[src/rtl/hps_ext_pkg.sv]
// Shared constants for the HPS extension-bus register bridge.
package hps_ext_pkg;

    // Command offsets relative to CMD_BASE
    localparam int unsigned CMD_GET_STATUS = 0;
    localparam int unsigned CMD_GET_REGS   = 1;
    localparam int unsigned CMD_SET_REGS   = 2;
    localparam int unsigned CMD_GET_EVENTS = 3;
    localparam int unsigned CMD_ACK_EVENTS = 4;

    // EXT_BUS bit positions
    localparam int unsigned EXT_DOUT_LSB  = 0;
    localparam int unsigned EXT_DIN_LSB   = 16;
    localparam int unsigned EXT_DOUT_EN   = 32;
    localparam int unsigned EXT_IO_STROBE = 33;
    localparam int unsigned EXT_IO_ENABLE = 34;
    localparam int unsigned EXT_W         = 36;

    // Datapath widths
    localparam int unsigned WORD_W     = 16;
    localparam int unsigned CNT_W      = 8;
    localparam int unsigned BYTE_CNT_W = 5;

endpackage

[src/rtl/hps_ext_if.sv]
// EXT_BUS fields between hps_io (master) and the register bridge (slave).
interface hps_ext_if;
    import hps_ext_pkg::*;

    logic [WORD_W-1:0] io_din;
    logic [WORD_W-1:0] io_dout;
    logic              io_strobe;
    logic              io_enable;
    logic              dout_en;

    modport master (output io_din, io_strobe, io_enable, input io_dout, dout_en);
    modport slave  (input io_din, io_strobe, io_enable, output io_dout, dout_en);

endinterface

[src/rtl/hps_ext_evt.sv]
// One event channel: toggle detector, wrapping 8-bit counter, optional sticky
// pending bit. Optional feature macro: HPS_EXT_PENDING_EN.
module hps_ext_evt
    import hps_ext_pkg::*;
(
    input  logic             clk_sys,
    input  logic             reset,
    input  logic             evt,
    input  logic             clr,
    output logic [CNT_W-1:0] cnt,
    output logic             pending
);

    logic old_evt;
    logic evt_edge_c;

    assign evt_edge_c = evt ^ old_evt;

    // Edge detect and count; a read in the same cycle sees the old value
    always_ff @(posedge clk_sys or posedge reset) begin
        if (reset) begin
            old_evt <= 1'b0;
            cnt     <= '0;
        end else begin
            old_evt <= evt;
            if (evt_edge_c) cnt <= cnt + CNT_W'(1);
        end
    end

`ifdef HPS_EXT_PENDING_EN
    // Sticky pending bit; a new edge outranks a simultaneous clear
    always_ff @(posedge clk_sys or posedge reset) begin
        if (reset)           pending <= 1'b0;
        else if (evt_edge_c) pending <= 1'b1;
        else if (clr)        pending <= 1'b0;
    end
`else
    logic unused_clr;
    assign unused_clr = clr;
    assign pending    = 1'b0;
`endif

endmodule

[src/rtl/hps_ext_regs.sv]
// Generic HPS extension-bus register bridge: status snapshot reads, control
// register writes with strobes, event toggle counters.
// Optional feature macro: HPS_EXT_PENDING_EN (pending bits, irq, ACK_EVENTS).
module hps_ext_regs
    import hps_ext_pkg::*;
#(
    parameter int unsigned CMD_BASE = 'hF0,
    parameter int unsigned NUM_RD   = 4,
    parameter int unsigned NUM_WR   = 2,
    parameter int unsigned EVT_CH   = 2,
    parameter int unsigned WR_RESET = 0
) (
    input  logic                     clk_sys,
    input  logic                     reset,
    hps_ext_if.slave                 ext,
    input  logic [WORD_W*NUM_RD-1:0] rd_data,
    input  logic [EVT_CH-1:0]        evt,
    output logic [WORD_W*NUM_WR-1:0] wr_data,
    output logic [NUM_WR-1:0]        wr_stb,
    output logic                     irq
);

`ifdef HPS_EXT_PENDING_EN
    localparam int unsigned CMD_MAX_OFS = CMD_ACK_EVENTS;
`else
    localparam int unsigned CMD_MAX_OFS = CMD_GET_EVENTS;
`endif

    localparam logic [WORD_W-1:0] CMD_LO       = WORD_W'(CMD_BASE);
    localparam logic [WORD_W-1:0] CMD_HI       = WORD_W'(CMD_BASE + CMD_MAX_OFS);
    localparam logic [WORD_W-1:0] C_STATUS     = WORD_W'(CMD_BASE + CMD_GET_STATUS);
    localparam logic [WORD_W-1:0] C_GET_REGS   = WORD_W'(CMD_BASE + CMD_GET_REGS);
    localparam logic [WORD_W-1:0] C_SET_REGS   = WORD_W'(CMD_BASE + CMD_SET_REGS);
    localparam logic [WORD_W-1:0] C_GET_EVENTS = WORD_W'(CMD_BASE + CMD_GET_EVENTS);
`ifdef HPS_EXT_PENDING_EN
    localparam logic [WORD_W-1:0] C_ACK_EVENTS = WORD_W'(CMD_BASE + CMD_ACK_EVENTS);
`endif

    logic [WORD_W-1:0]     io_dout;
    logic                  dout_en;
    logic [BYTE_CNT_W-1:0] byte_cnt;
    logic [WORD_W-1:0]     cmd;
    logic [WORD_W-1:0]     snap [NUM_RD];
    logic [CNT_W-1:0]      evt_cnt [EVT_CH];
    logic [EVT_CH-1:0]     pending;
    logic [EVT_CH-1:0]     ack_clr_c;
    logic                  in_range_c;
    logic [WORD_W-1:0]     cnt0_reply_c;

    assign ext.io_dout = io_dout;
    assign ext.dout_en = dout_en;

    assign in_range_c = (ext.io_din >= CMD_LO) && (ext.io_din <= CMD_HI);

`ifdef HPS_EXT_PENDING_EN
    // ACK_EVENTS answers its command word with the pending mask instead of cnt0
    assign cnt0_reply_c = (ext.io_din == C_ACK_EVENTS) ? {8'h00, 8'(pending)}
                                                       : {8'h00, evt_cnt[0]};

    // Pending clear mask from the first data word of ACK_EVENTS
    always_comb begin
        ack_clr_c = '0;
        if (ext.io_enable && ext.io_strobe && byte_cnt == BYTE_CNT_W'(1) &&
            cmd == C_ACK_EVENTS)
            ack_clr_c = ext.io_din[EVT_CH-1:0];
    end
`else
    assign cnt0_reply_c = {8'h00, evt_cnt[0]};
    assign ack_clr_c    = '0;
`endif

    // Event channels
    for (genvar g = 0; g < EVT_CH; g++) begin : g_evt
        hps_ext_evt u_evt (
            .clk_sys (clk_sys),
            .reset   (reset),
            .evt     (evt[g]),
            .clr     (ack_clr_c[g]),
            .cnt     (evt_cnt[g]),
            .pending (pending[g])
        );
    end

    // Command decode, data phase and register writes
    always_ff @(posedge clk_sys or posedge reset) begin
        if (reset) begin
            io_dout  <= '0;
            dout_en  <= 1'b0;
            byte_cnt <= '0;
            cmd      <= '0;
            wr_stb   <= '0;
            wr_data  <= {NUM_WR{WORD_W'(WR_RESET)}};
            for (int i = 0; i < NUM_RD; i++) snap[i] <= '0;
        end else begin
            wr_stb <= '0;
            if (!ext.io_enable) begin
                io_dout  <= '0;
                dout_en  <= 1'b0;
                byte_cnt <= '0;
                cmd      <= '0;
            end else if (ext.io_strobe) begin
                io_dout <= '0;
                if (byte_cnt != '1) byte_cnt <= byte_cnt + BYTE_CNT_W'(1);
                if (byte_cnt == '0) begin
                    cmd     <= ext.io_din;
                    dout_en <= in_range_c;
                    if (in_range_c) io_dout <= cnt0_reply_c;
                    for (int i = 0; i < NUM_RD; i++) snap[i] <= rd_data[WORD_W*i +: WORD_W];
                end else begin
                    if (cmd == C_STATUS) begin
                        if (byte_cnt == BYTE_CNT_W'(1))
                            io_dout <= {8'(NUM_RD), 8'(NUM_WR)};
                        else if (byte_cnt == BYTE_CNT_W'(2))
                            io_dout <= {8'h00, 8'(EVT_CH)};
                    end
                    if (cmd == C_GET_REGS) begin
                        for (int i = 0; i < NUM_RD; i++)
                            if (int'(byte_cnt) == i + 1) io_dout <= snap[i];
                    end
                    if (cmd == C_SET_REGS) begin
                        for (int i = 0; i < NUM_WR; i++) begin
                            if (int'(byte_cnt) == i + 1) begin
                                wr_data[WORD_W*i +: WORD_W] <= ext.io_din;
                                wr_stb[i]                   <= 1'b1;
                            end
                        end
                    end
                    if (cmd == C_GET_EVENTS) begin
                        for (int i = 0; i < EVT_CH; i++)
                            if (int'(byte_cnt) == i + 1) io_dout <= {8'h00, evt_cnt[i]};
                    end
                end
            end
        end
    end

    // Interrupt: any pending channel
    always_ff @(posedge clk_sys or posedge reset) begin
        if (reset) irq <= 1'b0;
        else       irq <= |pending;
    end

endmodule

[src/flat_wrapper.sv]
// flat-port wrapper written by rule: the top's interface ports become plain ports
module hps_ext_regs_flat import hps_ext_pkg::*;
#(
    parameter int unsigned CMD_BASE = 'hF0,
    parameter int unsigned NUM_RD   = 4,
    parameter int unsigned NUM_WR   = 2,
    parameter int unsigned EVT_CH   = 2,
    parameter int unsigned WR_RESET = 0
)
  (clk_sys, reset, rd_data, evt, wr_data, wr_stb, irq, ext_io_din, ext_io_strobe, ext_io_enable, ext_io_dout, ext_dout_en);
  hps_ext_if ext_i ();
  input  logic clk_sys;
  input  logic reset;
  input  logic [WORD_W*NUM_RD-1:0] rd_data;
  input  logic [EVT_CH-1:0] evt;
  output logic [WORD_W*NUM_WR-1:0] wr_data;
  output logic [NUM_WR-1:0] wr_stb;
  output logic irq;
  input wire logic [$bits(ext_i.io_din)-1:0] ext_io_din;
  input wire logic [$bits(ext_i.io_strobe)-1:0] ext_io_strobe;
  input wire logic [$bits(ext_i.io_enable)-1:0] ext_io_enable;
  output wire logic [$bits(ext_i.io_dout)-1:0] ext_io_dout;
  output wire logic [$bits(ext_i.dout_en)-1:0] ext_dout_en;
  assign ext_i.io_din = ext_io_din;
  assign ext_i.io_strobe = ext_io_strobe;
  assign ext_i.io_enable = ext_io_enable;
  assign ext_io_dout = ext_i.io_dout;
  assign ext_dout_en = ext_i.dout_en;
  hps_ext_regs #(.CMD_BASE(CMD_BASE), .NUM_RD(NUM_RD), .NUM_WR(NUM_WR), .EVT_CH(EVT_CH), .WR_RESET(WR_RESET)) u_core (.clk_sys(clk_sys), .reset(reset), .ext(ext_i), .rd_data(rd_data), .evt(evt), .wr_data(wr_data), .wr_stb(wr_stb), .irq(irq));
endmodule
[config.mk]
export PLATFORM = sky130hd
export DESIGN_NAME = hps_ext_regs_flat
export DESIGN_NICKNAME = d
export VERILOG_FILES = /design/src/rtl/hps_ext_pkg.sv /design/src/rtl/hps_ext_if.sv /design/src/rtl/hps_ext_evt.sv /design/src/rtl/hps_ext_regs.sv /design/src/flat_wrapper.sv
export SDC_FILE = /design/constraint.sdc
export NUM_CORES = 1
export LEC_CHECK = 0
export ABC_AREA = 0
export BUFFER_PORTS_ARGS = -buffer_cell sky130_fd_sc_hd__buf_2
export CAP_MARGIN = 20
export CORE_MARGIN = 2
export CORE_UTILIZATION = 40
export CTS_CLUSTER_SIZE = 16
export DETAILED_ROUTE_END_ITERATION = 6
export PLACE_DENSITY = 0.59
export SYNTH_ARGS = -nofsm -noshare
export SYNTH_HDL_FRONTEND = slang
export SYNTH_SLANG_ARGS = --single-unit
[constraint.sdc]
create_clock -name clk_sys -period 5 [get_ports clk_sys]
set_input_delay 0.5 -clock clk_sys [delete_from_list [all_inputs] [get_ports clk_sys]]
set_output_delay 0.5 -clock clk_sys [all_outputs]
set_load 0.01 [all_outputs]
# [After elaboration in Yosys (flattened, before gate mapping)]
# Cells that the tools add are included.
[word_totals] latch_bits=0 in_bits=86 rom_bits=0 regBits=154 memories=0 ram_bits=0 elab_cells=74 output_inout_bits=52
[classes] bitwise=3 mul=0 n_addsub=3 shift=0 n_lt_le_gt_ge=2 n_eq_ne=14 reduce_logical=7 n_mux=30 div_mod_pow=0
[ops] operator="$mux W16" count=16
[ops] operator="$eq A16 B8 Y1 const B" count=4
[ops] operator="$add A8 B1 Y8 const B" count=2
[ops] operator="$ge A16 B8 Y1 const B" count=1
[ops] operator="$le A16 B8 Y1 const B" count=1
[ops] operator="$mux W5" count=3
[ops] operator="$eq A5 B2 Y1 const B" count=2
[ops] operator="$eq A5 B3 Y1 const B" count=2
[ops] operator="$mux W2" count=5
[ops] operator="$reduce_and A5 Y1" count=2
[ops] operator="$mux W8" count=1
[ops] operator="$add A5 B1 Y5 const B" count=1
[ops] operator="$eq A5 B1 Y1 const B" count=1
[ops] operator="$eq A5 B4 Y1 const B" count=1
[ops] operator="$logic_not A5 Y1" count=1
[ops] operator="$mux W1" count=5
[ops] operator="$ne A5 B5 Y1 const B" count=1
[ops] operator="$ne A2 B1 Y1 const B" count=2
[ops] operator="$reduce_and A2 Y1" count=2
[ops] operator="$reduce_and A3 Y1" count=1
[ops] operator="$ne A2 B2 Y1 const B" count=1
[ops] operator="$xor A1 B1 Y1" count=2
[ops] operator="$logic_and A1 B1 Y1" count=1
[ops] operator="$not A1 Y1" count=1

# [Depth between registers and ports, before layout]
# Gate-level depths: netlist of run 1.
[logic_depth] depth_word=15 depth_mapped=10 ltp_nobuf=7

# [By module]
# From an unflattened synthesis of run 1, not the netlist that was laid out.
[unflattened] hier_cells=556 hier_area_um2=7118.1
[by_module_without_submodules] mod="hps_ext_regs" seq_area_each_um2=3428.3 area_per_inst_um2=6329.8 cells_each=494 instances=1
[by_module_without_submodules] mod="hps_ext_evt" seq_area_each_um2=225.2 area_per_inst_um2=394.1 cells_each=31 instances=2

# [Worst setup path before layout of run 1]
# Ideal clock, no wire load.
[synth_timing] path_type="register to register" startpoint="register u_core.byte_cnt[0]" endpoint="register u_core.byte_cnt[3]" synth_period_minus_slack_ns=2.147 path_buffers=3 stages_incl_launch_ff=11 t_required_ns=4.877 arrival_time_ns=2.024 slack_ns=2.853 setup_time_ns=0.123 cell_sequence="dfrtp_1 -> ha_1 -> clkbuf_1 -> clkbuf_1 -> and3_1 -> ha_1 -> nor2b_1 -> clkbuf_1 -> nand4_1 -> xor2_1 -> nor2_1"
[synth_between] elab_chain_len=4 word_cells_on_any_way=7 classes_between="add/sub (1); eq/ne (2); mux (3); reduce/logical (1)"
[synth_lines] item="start: declaration" line="hps_ext_regs.sv:41" rtl="logic [BYTE_CNT_W-1:0] byte_cnt;"
[synth_lines] item="start signal: assignment" line="hps_ext_regs.sv:103" rtl="if (byte_cnt != '1) byte_cnt <= byte_cnt + BYTE_CNT_W'(1);"
[synth_lines] item="$add A5 B1 Y5" line="hps_ext_regs.sv:103"
[synth_lines] item="$mux W5" line="hps_ext_regs.sv:103"
[synth_lines] item="$mux W5" line="hps_ext_regs.sv:101" rtl="end else if (ext.io_strobe) begin"
[synth_lines] item="$mux W5" line="hps_ext_regs.sv:96" rtl="if (!ext.io_enable) begin"
# Several ways; a longest one is shown, not always the timed one. The select of a mux whose other input is x is not followed.
# A chain may end at the register's enable or synchronous reset.

# [Final worst setup path of run 1]
[layout_timing] startpoint="register u_core.byte_cnt[0]" endpoint="register u_core.io_dout[1] (netlist: u_core.ext.io_dout[1])"
[layout_between] elab_chain_len=15 word_cells_on_any_way=21 classes_between="eq/ne (6); mux (14); reduce/logical (1)"
[layout_lines] item="$eq A5 B2 Y1" line="hps_ext_regs.sv:113" rtl="else if (byte_cnt == BYTE_CNT_W'(2))"
[layout_lines] item="$mux W2" line="hps_ext_regs.sv:113"
[layout_lines] item="$mux W16" line="hps_ext_regs.sv:111" rtl="if (byte_cnt == BYTE_CNT_W'(1))"
[layout_lines] item="$mux W16" line="hps_ext_regs.sv:110" rtl="if (cmd == C_STATUS) begin"
[layout_lines] item="$mux W16 (4 in series)" line="hps_ext_regs.sv:118" rtl="if (int'(byte_cnt) == i + 1) io_dout <= snap[i];"
[layout_lines] item="$mux W16" line="hps_ext_regs.sv:116" rtl="if (cmd == C_GET_REGS) begin"
[layout_lines] item="$mux W16 (2 in series)" line="hps_ext_regs.sv:130" rtl="if (int'(byte_cnt) == i + 1) io_dout <= {8'h00, evt_cnt[i]};"
[layout_lines] item="$mux W16" line="hps_ext_regs.sv:128" rtl="if (cmd == C_GET_EVENTS) begin"
[layout_lines] item="$mux W16 (*)" line="hps_ext_regs.sv:104" rtl="if (byte_cnt == '0) begin"
[layout_lines] item="$mux W16 (*)" line="hps_ext_regs.sv:101"
[layout_lines] item="$mux W16 (*)" line="hps_ext_regs.sv:96"
[layout_lines] item="end signal: assignment" line="hps_ext_regs.sv:107" rtl="if (in_range_c) io_dout <= cnt0_reply_c;"
[layout_lines] item="end signal: assignment" line="hps_ext_regs.sv:112" rtl="io_dout <= {8'(NUM_RD), 8'(NUM_WR)};"
[layout_lines] item="end signal: assignment" line="hps_ext_regs.sv:114" rtl="io_dout <= {8'h00, 8'(EVT_CH)};"
[layout_lines] item="end: declaration" line="hps_ext_regs.sv:39" rtl="logic [WORD_W-1:0] io_dout;"
# Mark *: on every way between the ends. The rest lies on a longest branch, timed or not. The select of a mux whose other input is x is not followed.

==> results of run 1 <==
-- sequential cells by signal, indices dropped and copies added, names as in the netlist --
| register | cells |
|---|---|
| u_core.snap | 64 |
| u_core.wr_data | 32 |
| u_core.cmd | 16 |
| u_core.ext.io_dout | 16 |
| u_core.g_evt.u_evt.cnt | 16 |
| u_core.byte_cnt | 5 |
| u_core.g_evt.u_evt.old_evt | 2 |
| u_core.wr_stb | 2 |
| u_core.ext.dout_en | 1 |
-- synthesized netlist by cell type (2+ instances only) --
master      n
nand2_1   230
dfrtp_1   154
o21ai_0    37
clkbuf_1   28
a21oi_1    20
mux2_4     20
a22o_1     16
mux2_2     13
nor2_1     12
nor2b_1    11
a22oi_1    10
xor2_1     10
and3b_1     9
xnor2_1     9
nand2b_1    8
a21o_1      7
a32o_1      7
ha_1        7
nor3b_1     7
a32oi_1     6
inv_1       6
nand4_1     6
and3_1      4
nor4_1      4
and4_1      3
buf_2       3
buf_6       3
or2_2       3
buf_1       2
nand3_1     2
nand3_4     2
nor3_1      2
o211ai_1    2
-- cell families (layout without fill, tap and decap cells) --
kind of cell / Yosys count / count (layout)
flops: 154 / 154
compound gates: 111 / 111
other cells: 1 / 1
buf+inv: 43 / 184
xor+xnor: 19 / 19
mux: 34 / 34
fa+ha+maj: 7 / 7
simple gates: 313 / 313
-- how the worst max path moves through the flow --
stage                                         to  cells past startpoint               start
after floorplan               u_core.byte_cnt[0]                      1               reset
after global placement    u_core.ext.io_dout[10]                      8  u_core.byte_cnt[0]
after detailed placement         u_core.snap[21]                      7  u_core.byte_cnt[0]
after CTS                 u_core.ext.io_dout[10]                      8  u_core.byte_cnt[0]
after global routing              u_core.snap[0]                      7  u_core.byte_cnt[0]
final                      u_core.ext.io_dout[1]                      7  u_core.byte_cnt[0]
-- routing by layer --
metal	vias up	wire length, µm	part of all wire, %
li1	2583	-	-
met2	196	7945	44
met1	2649	8976	49
met3	21	1085	5.9
met5	-	0	0
met4	0	248	1.4
-- power groups by stage --
stage | clock network, µW | logic, µW | registers [µW]
final | 1560 | 436 | 1610
after global routing | 1640 | 504 | 1630
after CTS | 1580 | 436 | 1610
after detailed placement | 0 | 435 | 1620
after global placement | 0 | 416 | 1630
after floorplan | 0 | 314 | 1550
-- per-stage QoR --
step	hold WS (ns)	instance area [µm²]	worst slack, ns	util, %
finish	0.2093	8632	2.336	50.26
floorplan	0.4369	6970	0.3502	-
global route	0.1933	8632	2.152	50.26
detailed placement	0.4573	7843	2.369	45.66
global placement	0.4502	7831	2.398	45.59
CTS	0.1962	8553	2.345	49.80
-- cell type report --
class | count | share of cell area, %
inverter | 6 | 0.3189
timing repair buffer | 147 | 9.451
clock inverter | 12 | 3.102
multi-input combinational | 485 | 34.09
tap | 225 | 3.261
clock buffer | 19 | 5.131
sequential | 154 | 44.64
==> metrics.txt, run 1 <==
status=complete, no violations; die area=~0.018 mm²; hold path startpoint=evt[1]; crit path DAT=just under 3 ns; top-area cell type share of the netlist area=approximately 55%; Register Area=0.003854 mm²; ant diodes=0; Reg-to-Reg Start=u_core.byte_cnt[0]; Die W=roughly 140 µm; H-tree levels=4; XOR/XNOR Fraction of Synth Area=~2.4%; Clock transition at path regs=~0.060 ns; Die Ht=approximately 140 µm; Via-to-Cell Ratio=~5.2; flops & latches, synth=154; vias in the first global route=between 5000 and 6000; endpoints failing setup=0; sw power=slightly above 900 µW; cell at the root of the clock tree=clkbuf_16; Post-synth EDFFs=0; worst reg2reg setup slack=2.34 ns; post-layout net count=approximately 900; M2 GR Usage=around 29%; Detail Route Antenna Nets=0; Syn Nets=775; Max Root-Sink Buffers=2; fin crit share=between 50% and 60%; via count=roughly 5400; clock power share=~43%; Max Clock Skew=approximately 0.009 ns; RSZ-0062 raised after global routing=false; first-pass GRT wire length=between 20 and 30 mm; relative slew slack=34.05%; Slew Viols, Final=0; top post-synthesis cells by area=dfrtp_1, nand2_1, mux2_4, o21ai_0, mux2_2; Cell Rows=between 40 and 50; mapped cell area=0.006970 mm²; Tot GR Track Use=roughly a fifth; met1 GRT Util=31.14%; Hold Path Depth=1; Final Power=3607 µW; setup_tns=0 ns; Compound-Gate Fraction of Synth Area=10.68%; Synth Area in Adders=under 10%; # hold bufs at CTS=0; maxcap violations=0; Post-CTS Setup Repair Bufs=0; Max stage delay on crit path=a little over 0.8 ns; # clock sinks=approximately 150; mux share of post-synthesis cell area=6.552%; Simple-Gate Fraction of Synth Area=a little over a fifth; type of the most critical hold path=in -> reg; Routability Congestion=0.7768; initial antenna violation count=0; wire per inst=~17 µm; Hold Path End=u_core.g_evt[1].u_evt.old_evt; Pre-antenna DRT Iters=7; Pint=around 2700 µW; crit-path max FO=29; Critical-path top delay cell=ha_1; Top FF cell, synth=dfrtp_1; drc violations=0; core area=about 0.017 mm²; post_cts resized=0; share of cells above drive strength 1=between 20% and 30%; largest net degree at the start of global routing=approximately 120; Synth async-reset ratio=100.0%; initial core utilization=between 40% and 50%; Ports=138; Cell Count, Final, Fillers Out=approximately 1000; Placed Instances=slightly above 1000; remaining global-route overflow=0; Setup Crit Path Kind=reg -> reg; LEAKAGE=approximately 0.0045 µW; final wirelength=between 15 and 20 mm; Post-Syn Instances=a little under 700; CTS tree=built; reg2reg end=u_core.ext.io_dout[1]; Sw Ratio=between 20 and 30%; share of power burned in combinational logic=12.1%; yosys warns=0; power per standard cell area=417.9 mW/mm²; CP top delay family=adder cells; fillers=~1600; clock latency on the worst-skew pair=between 0.4 and 0.5 ns; largest family of logic cells by synthesized area=simple AND/OR/NAND/NOR gates; Seq pwr share=between 40 and 50%; commonest non-fill, non-tap cells in the layout=nand2_1, dfrtp_1, buf_2, o21ai_0; initial DRC count=about 420; FF-to-FF path depth=7; Worst Max-Slew Pin Slew=between 0.9 and 1 ns; Peak VDD IR=between 0.2 and 0.3 mV; Req. time, crit path=approximately 5.3 ns; Max Clk Rate=0.3754 GHz; final HPWL from detailed placement=roughly 13 mm; Area Growth Syn to Fin=23.84%; most common cell after layout, fill and taps aside=nand2_1; multi-input logic area=between 0.002 and 0.003 mm²; Buf+Inv Stages, Crit Path=1; met3 usage=4.735%; Crit. End Element=register; crit path cell chain=inv_1 > ha_1 > and3b_1 > a2111oi_0 > nor4_1 > o221ai_1 > nand2_1; sequential-to-total area share from yosys stat=55.29%; leading area contributor after synthesis=dfrtp_1; distinct cell type count after synthesis=52; Final min period=2.664 ns; final hold vios=0; CP startpoint kind=register; Avg Cell Area, Syn=10.22 µm²; Most Used Layer, Global Route=met1; IO buf count=around 140; CTS Buf Count=17
(Power assumes the default switching activity.)
==> inputs of run 2 (changes only) <==
clock period = 2.65 ns   (was 5 ns; I/O delays follow)
==> metrics.txt, run 2 (synthesis gave the netlist of run 1 again) <==
status=complete, no violations; final HPWL from detailed placement=12.08 mm (-5.5%); Slew Viols, Final=0 (unchanged); Max Clock Skew=0.008047 ns (-0.001053 ns); post-layout net count=912 (+0.88%); largest net degree at the start of global routing=155 (+34%); via count=5382 (-1.2%); Peak VDD IR=0.4759 mV (+85%); CTS Buf Count=17 (unchanged); Final min period=2.276 ns (-0.3885 ns); IO buf count=136 (unchanged); Place WS=0.3974 ns (-1.972 ns); remaining global-route overflow=0 (unchanged); H-tree levels=4 (unchanged); final hold vios=0 (unchanged); met3 usage=5.332% (+0.60 points); Routability Congestion=0.8144 (+4.8%); Max Clk Rate=0.4394 GHz (+17%); Die Ht=136.0 µm (unchanged); setup_tns=0 ns (unchanged); Pre-antenna DRT Iters=5 (-2); Ports=138 (unchanged); drc violations=0 (unchanged); final wirelength=17.11 mm (-6.3%); commonest non-fill, non-tap cells in the layout=nand2_1, dfrtp_1, buf_2, o21ai_0; die area=0.01850 mm² (unchanged); ant diodes=0 (unchanged); Biggest register=u_core.snap; CTS tree=built; core area=0.01718 mm² (unchanged); Most Used Layer, Global Route=met1; Register Area=0.003854 mm² (unchanged); relative slew slack=38.95% (+4.9 points); Tot GR Track Use=19.63% (-0.83 points); worst setup margin=0.3744 ns (-1.962 ns); maxcap violations=0 (unchanged); Crit. End Element=register; M2 GR Usage=28.14% (-0.53 points); Cell Count, Final, Fillers Out=1057 (+0.86%); Area Growth Syn to Fin=23.17%; max FFs per register=64 (unchanged); Die W=136.0 µm (unchanged); CP startpoint kind=register; biggest regs=u_core.snap x64, u_core.wr_data x32; type of the most critical hold path=in -> async; LEAKAGE=0.004500 µW (-0.39%); met1 GRT Util=28.91% (-2.2 points); # clock sinks=154 (unchanged); Via-to-Cell Ratio=5.092 (-2.1%); initial core utilization=40.58% (unchanged); Max Root-Sink Buffers=2 (unchanged); Clock transition at path regs=0.06 ns (about the same); multi-input logic area=0.002943 mm² (unchanged); fin crit share=85.87% (+33 points); initial antenna violation count=0 (unchanged); wire per inst=16.18 µm (-7.1%); Detail Route Antenna Nets=0 (unchanged); endpoints failing setup=0 (unchanged); initial DRC count=363 (-13%); Setup Crit Path Kind=reg -> reg; Placed Instances=1023 (+0.99%); share of cells above drive strength 1=28.13% (+0.66 points); crit-path max FO=16 (-45%); RSZ-0062 raised after global routing=false; Worst Max-Slew Pin Slew=0.9157 ns (-0.07356 ns); fillers=1604 (unchanged); first-pass GRT wire length=28.28 mm (-2.9%); cell at the root of the clock tree=clkbuf_16; crit path DAT=2.58 ns (-0.39 ns); most common cell after layout, fill and taps aside=nand2_1; vias in the first global route=5475 (+2.5%); power per standard cell area=744.8 mW/mm² (+78%); Cell Rows=48 (unchanged); clock latency on the worst-skew pair=0.42 ns (about the same); Req. time, crit path=2.95 ns (-2.36 ns)
## run 2: changes by cell type in the layout (fill, tap and decap cells not counted), sizes merged
cell,change
clkinvlp,+4
buf,+8
clkinv,+2
dlygate4sd3,+1
bufinv,-4
inv,-2
## run 2: worst paths after layout
path,start,end,slack (ns),cells past startpoint
min reg2reg,u_core.snap[63],u_core.snap[63],0.47,2
min in group clk_sys,rd_data[3],u_core.snap[51],0.03,3
max in group asynchronous,reset,u_core.ext.io_dout[14],1.89,3
min,reset,u_core.g_evt[0].u_evt.cnt[6],0.003,3
max,u_core.byte_cnt[2],u_core.wr_data[25],0.37,4
max reg2reg,u_core.byte_cnt[2],u_core.wr_data[25],0.37,4
## run 2: worst max-delay path, stage by stage (launching register included)
cell	delay [ns]
dfrtp_1	0.48
or3_4	0.47
nor4_4	0.42
nand3_4	0.37
mux2_4	0.40
## run 2: where the power goes
part	switching (µW)	total (µW)	leakage [µW]	internal (µW)
Combinational	471	839	0.00218	368
Clock	946	2570	0.000302	1620
Sequential	288	2990	0.00201	2700
## run 2: cell type report
| type | count | share of cell area [%] |
|---|---|---|
| Clock buffer | 20 | 5.319 |
| Clock inverter | 12 | 1.996 |
| Inverter | 6 | 0.3060 |
| Multi-Input combinational cell | 485 | 34.28 |
| Sequential cell | 154 | 44.88 |
| Tap cell | 225 | 3.279 |
| Timing Repair Buffer | 155 | 9.939 |
## run 2: layer usage
| metal | share of wire [%] | vias up |
|---|---|---|
| li1 | - | 2589 |
| met1 | 49 | 2608 |
| met2 | 44 | 166 |
| met3 | 6.2 | 19 |
| met4 | 1.4 | 0 |
| met5 | 0 | - |
## run 2: repair_timing
action | CTS | global route
setup buffers | 0 | 0
endpoints found under the hold margin | 2 | 0
resized for setup | 0 | 0
hold buffers | 2 | 0
setup endpoints to repair | 0 | 0
## run 2: metrics by stage
stage | power (µW) | cell area [µm²] | utilization [%] | hold slack [ns]
floorplan | 3526 | 6974 | - | 0.2964
global placement | 3825 | 7938 | 46.21 | 0.4020
detailed placement | 3867 | 7938 | 46.21 | 0.4013
CTS | 6461 | 8586 | 49.99 | 0.01177
global route | 6726 | 8586 | 49.99 | 0.02427
finish | 6395 | 8586 | 49.99 | 0.002895
==> inputs of run 3 (changes only) <==
ABC_AREA = 1   (was 0)
CORE_UTILIZATION = 50   (was 40)
PLACE_DENSITY = 0.71   (was 0.59)
==> metrics.txt, run 3 <==
wire per inst=14.57 µm (-10%); yosys warns=0 (unchanged); Max Clk Rate=0.4430 GHz (+0.80%); hold path startpoint=rd_data[12]; mapped cell area=0.007148 mm² (+2.5%); Setup Crit Path Kind=reg -> reg; FF-to-FF path depth=15 (+11); remaining global-route overflow=0 (unchanged); initial core utilization=51.30% (+11 points); Setup crit start=u_core.byte_cnt[0]; final hold vios=0 (unchanged); Ports=138 (unchanged); Max Root-Sink Buffers=2 (unchanged); Hold Path Depth=3; maxcap violations=0 (unchanged); endpoints failing setup=0 (unchanged); top post-synthesis cells by area=dfrtp_1, nand2_1, o21ai_0, inv_1, o21ai_1; IO buf count=136 (unchanged); final HPWL from detailed placement=12.26 mm (+1.5%); vias in the first global route=5806 (+6.0%); clock latency on the worst-skew pair=0.43 ns (about the same); Post-synth EDFFs=0 (unchanged); core area=0.01393 mm² (-19%); most common cell after layout, fill and taps aside=nand2_1; leading area contributor after synthesis=dfrtp_1; Biggest register=u_core.snap; H-tree levels=4 (unchanged); Synth async-reset ratio=100.0% (unchanged); first-pass GRT wire length=28.49 mm (+0.76%); final instance area=0.008647 mm² (+0.71%); LEAKAGE=0.004671 µW (+3.8%); sequential-to-total area share from yosys stat=53.91% (-1.4 points); reg2reg end=u_core.ext.io_dout[4]; setup_tns=0 ns (unchanged); Via-to-Cell Ratio=5.121 (+0.58%); share of cells above drive strength 1=19.57% (-8.6 points); Worst Max-Slew Pin Slew=0.5910 ns (-0.3247 ns); fin crit share=85.19% (-0.69 points); largest net degree at the start of global routing=108 (-30%); type of the most critical hold path=in -> reg; Placed Instances=1168 (+14%); max FFs per register=64 (unchanged); flops & latches, synth=154 (unchanged); Synth top cells by count=nand2_1, dfrtp_1, o21ai_0, inv_1, o21ai_1; Max Clock Skew=0.006688 ns (-0.001360 ns); dpl cell area=0.008019 mm² (+1.0%); initial DRC count=382 (+5.2%); relative slew slack=60.60% (+22 points); Slew Viols, Final=0 (unchanged); die area=0.01527 mm² (-17%); via count=6156 (+14%); initial antenna violation count=0 (unchanged); ant diodes=0 (unchanged); final wirelength=17.51 mm (+2.4%); Die Ht=123.6 µm (-9.1%); # clock sinks=154 (unchanged); post-layout net count=1103 (+21%); status=complete, no violations; CTS Buf Count=17 (unchanged); Cell Count, Final, Fillers Out=1202 (+14%); Syn Nets=970 (+25%); crit-path max FO=27 (+11); CP startpoint kind=register; Avg Cell Area, Syn=8.151 µm² (-20%); power per standard cell area=736.5 mW/mm² (-1.1%); RSZ-0062 raised after global routing=false; Req. time, crit path=2.97 ns (+0.02 ns); biggest regs=u_core.snap x64, u_core.wr_data x32; Clock transition at path regs=0.06 ns (about the same); worst reg2reg setup slack=0.39 ns (+0.02 ns); Reg-to-Reg Start=u_core.byte_cnt[0]; commonest non-fill, non-tap cells in the layout=nand2_1, dfrtp_1, buf_2, o21ai_0, inv_1; Detail Route Antenna Nets=0 (unchanged); Post-Syn Instances=877 (+29%); cell at the root of the clock tree=clkbuf_16; distinct cell type count after synthesis=37 (-29%); Tot GR Track Use=24.49% (+4.9 points); Final min period=2.257 ns (-0.01816 ns); drc violations=0 (unchanged); Hold Path End=u_core.snap[60]; Area Growth Syn to Fin=20.97%; most frequent cell after synthesis=nand2_1; Final Power=6369 µW (-0.41%); Peak VDD IR=0.5383 mV (+13%); Cell Rows=43 (-10%); Routability Congestion=0.9261 (+14%); top-area cell type share of the netlist area=53.91% (-1.4 points); Pre-antenna DRT Iters=6 (+1); CTS tree=built; Top FF cell, synth=dfrtp_1; Crit. End Element=register; Die W=123.6 µm (-9.1%); crit path DAT=2.58 ns (about the same)
## run 3: changes by cell type after synthesis, sizes merged, moves of 13 or more
cell	before	now
nand3	4	27
o21ai	37	122
buf	9	22
nor2	12	39
a22o	16	0
inv	6	73
mux2	33	1
nand2	230	338
## run 3: through the flow
stage | hold slack, ns | setup slack [ns] | util, %
5_1_grt | 0.03341 | 0.2040 | 62.05
2_1_floorplan | 0.2964 | 0.4401 | -
4_1_cts | 0.02127 | 0.2245 | 62.04
3_5_place_dp | 0.1506 | 0.2217 | 57.55
6_report | 0.03012 | 0.3925 | 62.05
3_3_place_gp | 0.1538 | 0.2668 | 57.55
## run 3: power breakdown
| part | switching (µW) | total [µW] | internal [µW] |
|---|---|---|---|
| logic | 571 | 919 | 348 |
| clock network | 926 | 2470 | 1540 |
| registers | 252 | 2980 | 2730 |
## run 3: worst max-delay path: stages (launching register included)
cell	delay, ns
dfrtp_1	0.41
inv_1	0.13
ha_1	0.20
inv_1	0.05
nor2_1	0.11
nand2_1	0.22
buf_4	0.29
or2_0	0.22
nand3_1	0.09
nand2_1	0.06
nand2_1	0.08
nand2_1	0.06
nand2_1	0.06
nand2_1	0.05
nand2_1	0.06
nand2_1	0.05
## run 3: final cells by class
class	count	area [µm²]
fill	1264	5288
timing repair buffer	152	845.8
inverter	75	285.3
clock buffer	23	478.0
tap	180	225.2
multi-input combinational	610	2841
sequential	154	3854
clock inverter	8	117.6
## run 3: per-layer routing
metal	wire length, µm	up-vias	track usage [%]	share of wire, %
li1	-	3049	-	-
met1	8140	2920	34.01	46
met2	8145	170	38.29	47
met3	970	17	5.996	5.5
met4	257	0	7.173	1.5
met5	0	-	0	0
## run 3: worst max path at each step
stage / to / slack, ns / depth (start not counted)
2_1_floorplan: u_core.byte_cnt[0] / 0.44 / 1
3_3_place_gp: u_core.ext.io_dout[15] / 0.27 / 11
3_5_place_dp: u_core.ext.io_dout[12] / 0.22 / 11
4_1_cts: u_core.ext.io_dout[15] / 0.22 / 11
5_1_grt: u_core.ext.io_dout[3] / 0.20 / 15
6_report: u_core.ext.io_dout[4] / 0.39 / 15
## run 3: logic make-up (layout without fill, tap and decap cells)
logic type / Yosys count / count (layout) / synth area share, %
AND/OR/NAND/NOR: 439 / 439 / 25.49
flip-flops: 154 / 154 / 53.91
AO/OA/AOI/OAI: 147 / 147 / 10.85
buffers and inverters: 113 / 258 / 6.476
XOR/XNOR: 15 / 15 / 1.838
adder cells (fa/ha/maj): 7 / 7 / 1.225
other: 1 / 1 / 0.05246
multiplexers: 1 / 1 / 0.1575
## run 3: timing repair
item,4_1_cts,5_1_grt
hold endpoints to repair,3,0
hold buffers,3,0
endpoints found under the setup margin,0,5
buffers inserted,0,0
gates resized for setup,0,1
